--- src/rtl/l2_hdr_sequencer.sv ---
// L2 header sequencer: captures the first bytes of each frame, hands them to an
// external resolver, and emits one descriptor per frame with backpressure.
module l2_hdr_sequencer #(
    parameter int L2_HEADER_MAX_BYTES = 18,
    parameter int RESOLVE_TIMEOUT     = 16
) (
    input  logic                             clk,
    input  logic                             rst_n,
    input  logic                             in_valid,
    input  logic [7:0]                       in_data,
    input  logic                             in_sof,
    input  logic                             in_eof,
    output logic                             in_ready,
    output logic                             hdr_fields_valid,
    output logic [15:0]                      hdr_ethertype_raw,
    output logic [L2_HEADER_MAX_BYTES*8-1:0] hdr_bytes,
    input  logic                             res_vlan_valid,
    input  logic                             res_vlan_present,
    input  logic [11:0]                      res_vlan_id,
    input  logic [15:0]                      res_ethertype,
    input  logic [4:0]                       res_l2_len,
    output logic                             desc_valid,
    input  logic                             desc_ready,
    output logic                             desc_vlan_present,
    output logic [11:0]                      desc_vlan_id,
    output logic [15:0]                      desc_ethertype,
    output logic [4:0]                       desc_l2_len,
    output logic                             desc_runt,
    output logic                             desc_err,
    output logic [15:0]                      stat_frames,
    output logic [15:0]                      stat_runts,
    output logic                             err_timeout,
    output logic [2:0]                       dbg_state
);

    localparam int HW = L2_HEADER_MAX_BYTES * 8;
    localparam int CW = $clog2(L2_HEADER_MAX_BYTES + 1);
    localparam int TW = $clog2(RESOLVE_TIMEOUT + 1);

    typedef enum logic [2:0] {
        IDLE    = 3'd0,
        CAPTURE = 3'd1,
        RESOLVE = 3'd2,
        DELIVER = 3'd3,
        DRAIN   = 3'd4
    } state_t;

    state_t        state;
    logic [CW-1:0] count;
    logic [TW-1:0] timer;
    logic          eof_seen;
    logic          ready_en;

    logic          xfer;
    logic          start;
    logic          capture_byte;
    logic [CW-1:0] wr_idx;
    logic [CW-1:0] cnt_nxt;
    logic [HW-1:0] hdr_nxt;
    logic [15:0]   etype_nxt;
    logic          frame_done;
    logic          runt_nxt;

    // Handshakes: a byte moves when in_valid && in_ready on a rising edge, and a
    // descriptor moves when desc_valid && desc_ready; desc_* hold while unaccepted.
    assign in_ready          = ready_en && (state == IDLE || state == CAPTURE || state == DRAIN);
    assign hdr_fields_valid  = (state == RESOLVE);
    assign desc_valid        = (state == DELIVER);
    assign hdr_ethertype_raw = {hdr_bytes[96 +: 8], hdr_bytes[104 +: 8]};
    assign dbg_state         = state;

    always_comb begin
        xfer         = in_valid && in_ready;
        start        = xfer && in_sof;
        capture_byte = start || (xfer && state == CAPTURE);
        wr_idx       = start ? '0 : count;
        cnt_nxt      = wr_idx + CW'(1);
        hdr_nxt      = '0;
        // A start-of-frame byte clears the buffer so unreceived bytes read as zero.
        for (int i = 0; i < L2_HEADER_MAX_BYTES; i++) begin
            if (wr_idx == CW'(i))
                hdr_nxt[8*i +: 8] = in_data;
            else
                hdr_nxt[8*i +: 8] = start ? 8'h00 : hdr_bytes[8*i +: 8];
        end
        etype_nxt  = {hdr_nxt[96 +: 8], hdr_nxt[104 +: 8]};
        frame_done = capture_byte && (in_eof || cnt_nxt == CW'(L2_HEADER_MAX_BYTES));
        runt_nxt   = (cnt_nxt < CW'(14)) || (etype_nxt == 16'h8100 && cnt_nxt < CW'(18));
    end

    always_ff @(posedge clk or negedge rst_n) begin
        if (!rst_n) begin
            state             <= IDLE;
            count             <= '0;
            timer             <= '0;
            eof_seen          <= 1'b0;
            ready_en          <= 1'b0;
            hdr_bytes         <= '0;
            desc_vlan_present <= 1'b0;
            desc_vlan_id      <= '0;
            desc_ethertype    <= '0;
            desc_l2_len       <= '0;
            desc_runt         <= 1'b0;
            desc_err          <= 1'b0;
            stat_frames       <= '0;
            stat_runts        <= '0;
            err_timeout       <= 1'b0;
        end else begin
            ready_en    <= 1'b1;
            err_timeout <= 1'b0;
            case (state)
                IDLE, CAPTURE, DRAIN: begin
                    if (capture_byte) begin
                        hdr_bytes <= hdr_nxt;
                        count     <= cnt_nxt;
                        if (frame_done) begin
                            eof_seen <= in_eof;
                            if (runt_nxt) begin
                                state             <= DELIVER;
                                desc_runt         <= 1'b1;
                                desc_err          <= 1'b0;
                                desc_vlan_present <= 1'b0;
                                desc_vlan_id      <= '0;
                                desc_ethertype    <= '0;
                                desc_l2_len       <= '0;
                            end else begin
                                state <= RESOLVE;
                                timer <= '0;
                            end
                        end else begin
                            state    <= CAPTURE;
                            eof_seen <= 1'b0;
                        end
                    end else if (state == DRAIN && xfer && in_eof) begin
                        state    <= IDLE;
                        eof_seen <= 1'b0;
                    end
                end
                RESOLVE: begin
                    if (res_vlan_valid) begin
                        state             <= DELIVER;
                        desc_vlan_present <= res_vlan_present;
                        desc_vlan_id      <= res_vlan_id;
                        desc_ethertype    <= res_ethertype;
                        desc_l2_len       <= res_l2_len;
                        desc_runt         <= 1'b0;
                        desc_err          <= 1'b0;
                    end else if (timer == TW'(RESOLVE_TIMEOUT - 1)) begin
                        // Last permitted cycle passed without an answer from the resolver.
                        state             <= DELIVER;
                        err_timeout       <= 1'b1;
                        desc_err          <= 1'b1;
                        desc_runt         <= 1'b0;
                        desc_vlan_present <= 1'b0;
                        desc_vlan_id      <= '0;
                        desc_ethertype    <= '0;
                        desc_l2_len       <= '0;
                    end else begin
                        timer <= timer + TW'(1);
                    end
                end
                DELIVER: begin
                    if (desc_ready) begin
                        stat_frames <= stat_frames + 16'd1;
                        if (desc_runt)
                            stat_runts <= stat_runts + 16'd1;
                        state    <= eof_seen ? IDLE : DRAIN;
                        eof_seen <= 1'b0;
                    end
                end
                default: state <= IDLE;
            endcase
        end
    end

endmodule

--- config.mk ---
export PLATFORM = sky130hd
export DESIGN_NAME = l2_hdr_sequencer
export DESIGN_NICKNAME = d
export VERILOG_FILES = /design/src/rtl/l2_hdr_sequencer.sv
export SDC_FILE = /design/constraint.sdc
export NUM_CORES = 1
export LEC_CHECK = 0
export CELL_PAD_IN_SITES_DETAIL_PLACEMENT = 1
export CELL_PAD_IN_SITES_GLOBAL_PLACEMENT = 1
export CORE_MARGIN = 2
export CORE_UTILIZATION = 35
export DETAILED_ROUTE_END_ITERATION = 6
export DONT_BUFFER_PORTS = 1
export GPL_TIMING_DRIVEN = 0
export HOLD_SLACK_MARGIN = 0.06
export PLACE_DENSITY_LB_ADDON = 0.3
export SETUP_SLACK_MARGIN = 0.1
export SLEW_MARGIN = 5
export SYNTH_ARGS = -nofsm -noshare
export SYNTH_HDL_FRONTEND = slang
export SYNTH_SLANG_ARGS = --single-unit
--- constraint.sdc ---
create_clock -name clk -period 5.5 [get_ports clk]
set_clock_uncertainty 0.05 [all_clocks]
set_input_delay 0.55 -clock clk [delete_from_list [all_inputs] [get_ports clk]]
set_output_delay 0.55 -clock clk [all_outputs]
set_load 0.01 [all_outputs]
==> results of run 1 <==
## path summary, 6_finish.rpt
kind                                            endpoint                     start  slack (ps)
max in group asynchronous    stat_frames[15]$_DFFE_PN0P_                     rst_n        5180
max                        desc_vlan_present$_DFFE_PN0P_  dbg_state[1]$_DFFE_PN0P_         790
min in group clk              desc_l2_len[2]$_DFFE_PN0P_             res_l2_len[2]          90
max reg2reg                desc_vlan_present$_DFFE_PN0P_  dbg_state[1]$_DFFE_PN0P_         790
min reg2reg                         timer[4]$_DFFE_PN0P_      timer[4]$_DFFE_PN0P_         450
min                             hdr_bytes[5]$_DFFE_PN0P_                     rst_n        -330
## metrics by stage
stage	hold slack [ps]	total power [mW]	util
6_report	-326	4.88	0.403
5_1_grt	-356	5.16	0.403
4_1_cts	-358	4.95	0.403
3_5_place_dp	213	3.22	0.373
3_3_place_gp	216	3.19	0.373
2_1_floorplan	204	2.92	-
## registers in the layout, summed over array words and instances (netlist names), 3 cells and up
name            count
hdr_bytes         144
desc_ethertype     16
stat_frames        16
stat_runts         16
desc_vlan_id       12
count               5
desc_l2_len         5
timer               5
dbg_state           3
## synthesized netlist by cell type, drive strengths merged
master / instances / area (sq um)
nand2: 274 / 1030
dfrtp: 228 / 5710
o21ai: 137 / 686
inv: 52 / 195
clkbuf: 50 / 188
buf: 45 / 314
nand3: 43 / 215
o31ai: 35 / 263
nor2: 24 / 90.1
xnor2: 21 / 184
a22o: 18 / 158
and2: 15 / 93.8
xor2: 14 / 123
a21oi: 12 / 60.1
ha: 9 / 113
nand4: 9 / 56.3
and3: 7 / 43.8
nor3: 7 / 35.0
a32o: 3 / 30.0
mux2: 3 / 33.8
nand2b: 3 / 18.8
nor2b: 3 / 18.8
nor4: 3 / 33.8
nor4b: 3 / 26.3
a21boi: 2 / 26.3
a31oi: 2 / 12.5
and4b: 2 / 20.0
nand4b: 2 / 17.5
or3: 2 / 12.5
a2111oi: 1 / 15.0
a211oi: 1 / 12.5
a21o: 1 / 7.51
a32oi: 1 / 8.76
a41o: 1 / 10.0
and2b: 1 / 7.51
and3b: 1 / 8.76
and4: 1 / 8.76
conb: 1 / 3.75
mux2i: 1 / 10.0
o211ai: 1 / 12.5
o21a: 1 / 7.51
o21bai: 1 / 7.51
## power by group
part | switching, mW | internal, mW | total, mW
Clock | 0.699 | 0.996 | 1.69
Sequential | 0.384 | 1.95 | 2.34
Combinational | 0.502 | 0.343 | 0.845
## cells by family after synthesis
logic type,Yosys count,synth area share
muxes,4,0.00441
DFF,228,0.575
and+or+nand+nor,400,0.175
xor gates and xnor gates,35,0.0309
AOI/OAI and AO/OA,217,0.133
other,1,0.000378
buffers and inverters,147,0.0702
adders and majority gates,9,0.0113
## layout make-up
type	instances	area [sq um]
fillers	3218	16600
flip-flops and latches	228	5710
multi-input cells	666	3520
clock buffers	40	764
plain buffers	94	499
well taps	378	473
inverters	52	195
clock inverters	5	55.1
repair buffers	1	10.0
## layout by cell type (no fill, tap or decap), types with 21 or more instances in the layout
cell type                   count
sky130_fd_sc_hd__nand2_1      273
sky130_fd_sc_hd__dfrtp_1      228
sky130_fd_sc_hd__o21ai_0      135
sky130_fd_sc_hd__clkbuf_1      57
sky130_fd_sc_hd__inv_1         52
sky130_fd_sc_hd__nand3_1       43
sky130_fd_sc_hd__o31ai_1       35
sky130_fd_sc_hd__clkbuf_16     27
sky130_fd_sc_hd__nor2_1        24
sky130_fd_sc_hd__xnor2_1       21
## routing by layer
layer | wire (um) | track usage | up-vias | share of wire
li1 | - | - | 3483 | -
met1 | 13100 | 0.276 | 3771 | 0.43
met2 | 14400 | 0.322 | 217 | 0.48
met3 | 2320 | 0.0556 | 28 | 0.077
met4 | 481 | 0.0406 | 0 | 0.016
met5 | 0 | 0 | - | 0
## timing repair
action / 4_1_cts / 5_1_grt
endpoints found under the hold margin: 229 / 228
setup endpoints to repair: 0 / 39
gates resized for setup: 0 / 2
==> summary.md, run 1 <==
| Metric | Value |
|---|---|
| Arrival time reported for the critical path endpoint | `about 5000 ps` |
| Unrepaired setup endpoints after global routing | `false` |
| Violated checks | `negative hold slack` |
| Critical path peak fanout | `19` |
| Floorplan row count | `61` |
| Wire length of the first global-routing pass | `46500 um` |
| Clock sink count | `228` |
| Iteration count of the initial detailed-routing pass | `5` |
| Layout Area Growth over Synthesis | `13.1%` |
| Clock Root Buffer | `sky130_fd_sc_hd__clkbuf_16` |
| Area of all placed cells without fillers | `approximately 11000 sq um` |
| Count of input and output buffers | `0` |
| Worst-Margin Slew | `920 ps` |
| Setup total negative slack | `0 ps` |
| Routed wire length | `a little over 30000 um` |
| Chip width | `roughly 170 um` |
| Worst setup SP type | `flip-flop` |
| Mapped cell area | `9920 sq um` |
| Average instance area after synthesis | `9.53 sq um` |
| Via count of the first global-routing pass | `around 7900` |
| Number of warnings reported in the yosys synthesis log | `0` |
| Height of the chip | `approximately 170 um` |
| Via/cell ratio | `5.12` |
| CTS tree | `yes` |
| First DRT Iteration DRCs | `366` |
| Part of the Yosys area used for sequential elements | `0.575` |
| CP peak stage delay | `510 ps` |
| Core ar. | `approximately 28000 sq um` |
| Die Footprint | `29700 sq um` |
| Yosys reg bits | `228` |
| Worst hold margin | `-326 ps` |
| Required @ worst endpoint | `5840 ps` |
| Placement Setup Slack | `between 200 and 300 ps` |
| Cell at the slowest stage of the critical path | `sky130_fd_sc_hd__dfrtp_1` |
| Final setup fails | `0` |
| Post-DP HPWL | `20800 um` |
| Insertion delay of the later-clocked pin in the worst-skew pair | `530 ps` |
| Syn Nets | `1099` |
| Vias post-DR | `7499` |
| Ratio of final minimum period to clock period | `0.856` |
| Fraction of layout cells with a size suffix above 1 | `0.0838` |
| Number of hold-repair buffers added at the cts stage | `1` |
| Largest net degree at the start of global routing | `229` |
| Setup repair bufs after CTS | `0` |
| Worst R2R Path Depth | `18` |
| Average routed wire per standard cell | `about 21 um` |
| Maximum capacitance violations | `0` |
| Drc violations | `0` |
| Number of unique standard cell types used by synthesis | `48` |
| Layout Nets | `1127` |
| Most frequent CP cell | `sky130_fd_sc_hd__buf_6` |
| Slew Limit Headroom | `0.386` |
| Logic depth of the worst setup path including buffers | `18` |
| TritonCTS Buffers | `26` |
| Cell count after placement | `around 1400` |
| Setup slack after layout | `794 ps` |
| Final Max Slew Viols | `0` |
| Kind of cell with the highest combined delay on the critical path | `buffers and inverters` |
| Fmax | `212 MHz` |
| Final weighted congestion of routability-driven global placement | `0.779` |
| H-tree lvl count | `1` |
| Number of antenna violations at the first check in global routing | `0` |
| Clock-pin slew reported for the worst setup and hold paths after clock tree synthesis | `60 ps` |
| Worst path bufs/invs | `6` |
| Cells after Synth | `1041` |
| Residual antenna-violating net count after detailed routing | `0` |
| Leakage power total | `5.07 nW` |
| Cell area reported after detailed placement | `10400 sq um` |
| Cell Count, Final, Fillers Out | `1464` |
| Total Routing Usage GR | `0.202` |
| Number of buffers on the longest clock path | `3` |
| Post-route minimum period | `4710 ps` |
| Highest ir drop seen on vdd | `0.240 mV` |
| Overflow left after global routing | `0` |
| Capturing element type of the critical path | `flip-flop` |
| IO Count | `284` |
| Critical path start-end classification | `reg2reg` |
| Antenna diodes | `0` |
| Class of the most critical hold timing path | `in2async` |
| Cell Pwr Density | `between 400 and 500 nW/um^2` |
| Outcome | `finished with violations` |
| Initial core utilization | `0.356` |
| Number of hold violations in the final report | `roughly 230` |
| Cell Chain, Critical Path | `and3b_1 > buf_6 > nand2_2 > buf_6 > clkbuf_2 > nand2_1 > inv_1 > ha_1 > clkbuf_1 > nand3_1 > nor2_1 > ha_1 > nor2b_1 > a31oi_1 > a211oi_2 > a21boi_4 > buf_6 > o31ai_1` |
(Power assumes the default switching activity.)
==> inputs of run 2 (changes only) <==
Settings changed: CORE_UTILIZATION 35 to 47.
==> run 2 against run 1 <==
Against the previous run: largest cell class unchanged; the flow still finishes with violations (negative hold slack); critical endpoint is now desc_ethertype[12]$_DFFE_PN0P_; hold slack improved by 0.89 ps; fmax grew 2.1%; global-route usage is 5.9 points higher; first-iteration DRC count is 12% higher; wire length shrank 3.3%; highest routed layer unchanged; critical path depth stayed put; via count increased by 1.7%; cell count down 7.2%; final area decreased by 0.45%.
==> summary.md, run 2 (synthesis results as in run 1) <==
| Metric | Value |
|---|---|
| Outcome | `finished with violations` |
| Violated checks | `negative hold slack` |
| Count of input and output buffers | `0 (unchanged)` |
| Register with the most flip-flops | `hdr_bytes` |
| Cell Count, Final, Fillers Out | `1359 (-7.2%)` |
| Sequential cell area | `5710 sq um (unchanged)` |
| Number of antenna violations at the first check in global routing | `0 (unchanged)` |
| Drc violations | `0 (unchanged)` |
| Combined area of the multi-input logic cells | `3520 sq um (unchanged)` |
| Setup total negative slack | `0 ps (unchanged)` |
| Cell Pwr Density | `451 nW/um^2 (+3.7%)` |
| Placement Setup Slack | `430 ps (+168 ps)` |
| Leakage power total | `5.12 nW (+0.99%)` |
| Fmax | `217 MHz (+2.1%)` |
| Number of hold violations in the final report | `228 (unchanged)` |
| Total Routing Usage GR | `0.261 (+0.0592)` |
| Area of all placed cells without fillers | `11200 sq um (-0.45%)` |
| Fraction of layout cells with a size suffix above 1 | `0.0886 (+0.00477)` |
| Post-DP HPWL | `19800 um (-4.5%)` |
| Clock sink count | `228 (unchanged)` |
| Critical path peak fanout | `19 (unchanged)` |
| Floorplan row count | `53 (-13%)` |
| Unrepaired setup endpoints after global routing | `false` |
| Global route hottest layer | `met2` |
| Iteration count of the initial detailed-routing pass | `5 (unchanged)` |
| Cell area reported after detailed placement | `10300 sq um (-1.2%)` |
| First DRT Iteration DRCs | `411 (+12%)` |
| Chip width | `149 um (-13%)` |
| Capturing element type of the critical path | `flip-flop` |
| Global Route met2 Usage | `0.440 (+0.118)` |
| Final weighted congestion of routability-driven global placement | `0.815 (+4.6%)` |
| Highest ir drop seen on vdd | `0.262 mV (+9.3%)` |
| Final Max Slew Viols | `0 (unchanged)` |
| Die Footprint | `22300 sq um (-25%)` |
| Number of flip-flops under the largest register name | `144 (unchanged)` |
| Cell at the slowest stage of the critical path | `sky130_fd_sc_hd__dfrtp_1` |
| Initial core utilization | `0.475 (+0.119)` |
| Residual antenna-violating net count after detailed routing | `0 (unchanged)` |
| Most frequent CP cell | `sky130_fd_sc_hd__buf_6` |
| Cell count after placement | `1316 (-7.3%)` |
| Antenna diodes | `0 (unchanged)` |
| Core ar. | `20900 sq um (-25%)` |
| Wire length of the first global-routing pass | `46100 um (-0.94%)` |
| Commonest non-fill, non-tap cells in the layout | `sky130_fd_sc_hd__nand2_1 (273), sky130_fd_sc_hd__dfrtp_1 (228), sky130_fd_sc_hd__o21ai_0 (135)` |
| Final setup fails | `0 (unchanged)` |
| H-tree lvl count | `1 (unchanged)` |
| Worst setup SP type | `flip-flop` |
| Average routed wire per standard cell | `21.5 um (+4.1%)` |
| Setup slack after layout | `892 ps (+98.0 ps)` |
| Vias post-DR | `7626 (+1.7%)` |
| Largest net degree at the start of global routing | `229 (unchanged)` |
| Via count of the first global-routing pass | `8049 (+2.3%)` |
| Class of the most critical hold timing path | `in2async` |
| Number of hold-repair buffers added at the cts stage | `1 (unchanged)` |
| Worst-Margin Slew | `812 ps (-108 ps)` |
| Critical path start-end classification | `reg2reg` |
| Kind of cell with the highest combined delay on the critical path | `buffers and inverters` |
| Overflow left after global routing | `0 (unchanged)` |
| IO Count | `284 (unchanged)` |
| Insertion delay of the later-clocked pin in the worst-skew pair | `510 ps (-20 ps)` |
| Worst path bufs/invs | `6 (unchanged)` |
| Number of buffers on the longest clock path | `3 (unchanged)` |
| Leading cell type in the layout, fill and taps excluded | `sky130_fd_sc_hd__nand2_1` |
| Cell Chain, Critical Path | `and3b_1 > buf_6 > nand2_2 > buf_6 > clkbuf_1 > nand2_1 > inv_1 > ha_1 > clkbuf_1 > nand3_1 > nor2_1 > ha_1 > nor2b_1 > a31oi_1 > a211oi_2 > a21boi_4 > buf_6 > o31ai_1` |
| Final core utilization | `0.535 (+0.132)` |
| Post-route total power | `5.03 mW (+3.2%)` |
| Worst hold margin | `-325 ps (+0.892 ps)` |
| Slew Limit Headroom | `0.459 (+0.0722)` |
| TritonCTS Buffers | `25 (-3.8%)` |
| CP peak stage delay | `500 ps (about the same)` |
| Clock Root Buffer | `sky130_fd_sc_hd__clkbuf_16` |
| Arrival time reported for the critical path endpoint | `4930 ps (-110 ps)` |
| Clock-pin slew reported for the worst setup and hold paths after clock tree synthesis | `60 ps (about the same)` |
| Layout Nets | `1126 (-0.089%)` |
| Met3 capacity usage during global routing | `0.0676 (+0.0120)` |
| Maximum capacitance violations | `0 (unchanged)` |
| Required @ worst endpoint | `5820 ps (-20 ps)` |
| Filler cell count in the final layout | `2359 (-27%)` |
| Post-route minimum period | `4610 ps (-98.0 ps)` |
| CTS tree | `yes` |
| Routed wire length | `29200 um (-3.3%)` |
| Ratio of final minimum period to clock period | `0.838 (-0.0178)` |
| Height of the chip | `149 um (-13%)` |
| Met1 demand-to-capacity share in global routing | `0.344 (+0.0685)` |
| Layout Area Growth over Synthesis | `12.6%` |
| Via/cell ratio | `5.61 (+9.6%)` |
-- run 2: report_power, final --
group | switching [mW] | internal (mW) | leakage [nW]
Combinational | 0.515 | 0.344 | 1.57
Clock | 0.690 | 1.14 | 0.447
Sequential | 0.389 | 1.95 | 3.11
Total | 1.59 | 3.44 | 5.12
-- run 2: repair_timing --
action                                  4_1_cts  5_1_grt
endpoints found under the setup margin        0       30
setup buffers                                 0        0
endpoints found under the hold margin       229      228
resized for setup                             0        0
-- run 2: routing by layer --
metal	vias up	wire length, um
met5	-	0
met4	0	446
met3	36	2250
met2	251	14300
met1	3856	12200
li1	3483	-
-- run 2: final cells by class --
| cell class | instances | area share |
|---|---|---|
| clock buffer | 32 | 0.0637 |
| buffer | 94 | 0.0446 |
| sequential | 228 | 0.511 |
| inverter | 52 | 0.0175 |
| multi-input combinational | 666 | 0.315 |
| clock inverter | 11 | 0.0168 |
| tap | 275 | 0.0308 |
| timing repair buffer | 1 | 0.000896 |
-- run 2: final timing paths --
| path | startpoint | end | slack (ps) | cells past startpoint |
|---|---|---|---|---|
| min | rst_n | hdr_bytes[5]$_DFFE_PN0P_ | -320 | 0 |
| max reg2reg | dbg_state[1]$_DFFE_PN0P_ | desc_ethertype[12]$_DFFE_PN0P_ | 890 | 18 |
| max in group asynchronous | rst_n | hdr_bytes[43]$_DFFE_PN0P_ | 5200 | 0 |
| max | dbg_state[1]$_DFFE_PN0P_ | desc_ethertype[12]$_DFFE_PN0P_ | 890 | 18 |
| min reg2reg | timer[4]$_DFFE_PN0P_ | timer[4]$_DFFE_PN0P_ | 450 | 1 |
| min in group clk | res_vlan_id[1] | desc_vlan_id[1]$_DFFE_PN0P_ | 100 | 2 |
-- run 2: worst register-to-register path, stage by stage (launching register included) --
cell and delay, ps:
sky130_fd_sc_hd__dfrtp_1 500, sky130_fd_sc_hd__and3b_1 230, sky130_fd_sc_hd__buf_6 140, sky130_fd_sc_hd__nand2_2 70, sky130_fd_sc_hd__buf_6 200, sky130_fd_sc_hd__clkbuf_1 390, sky130_fd_sc_hd__nand2_1 180, sky130_fd_sc_hd__inv_1 110
sky130_fd_sc_hd__ha_1 190, sky130_fd_sc_hd__clkbuf_1 360, sky130_fd_sc_hd__nand3_1 130, sky130_fd_sc_hd__nor2_1 120, sky130_fd_sc_hd__ha_1 280, sky130_fd_sc_hd__nor2b_1 260, sky130_fd_sc_hd__a31oi_1 170, sky130_fd_sc_hd__a211oi_2 380
sky130_fd_sc_hd__a21boi_4 430, sky130_fd_sc_hd__buf_6 200, sky130_fd_sc_hd__o31ai_1 80
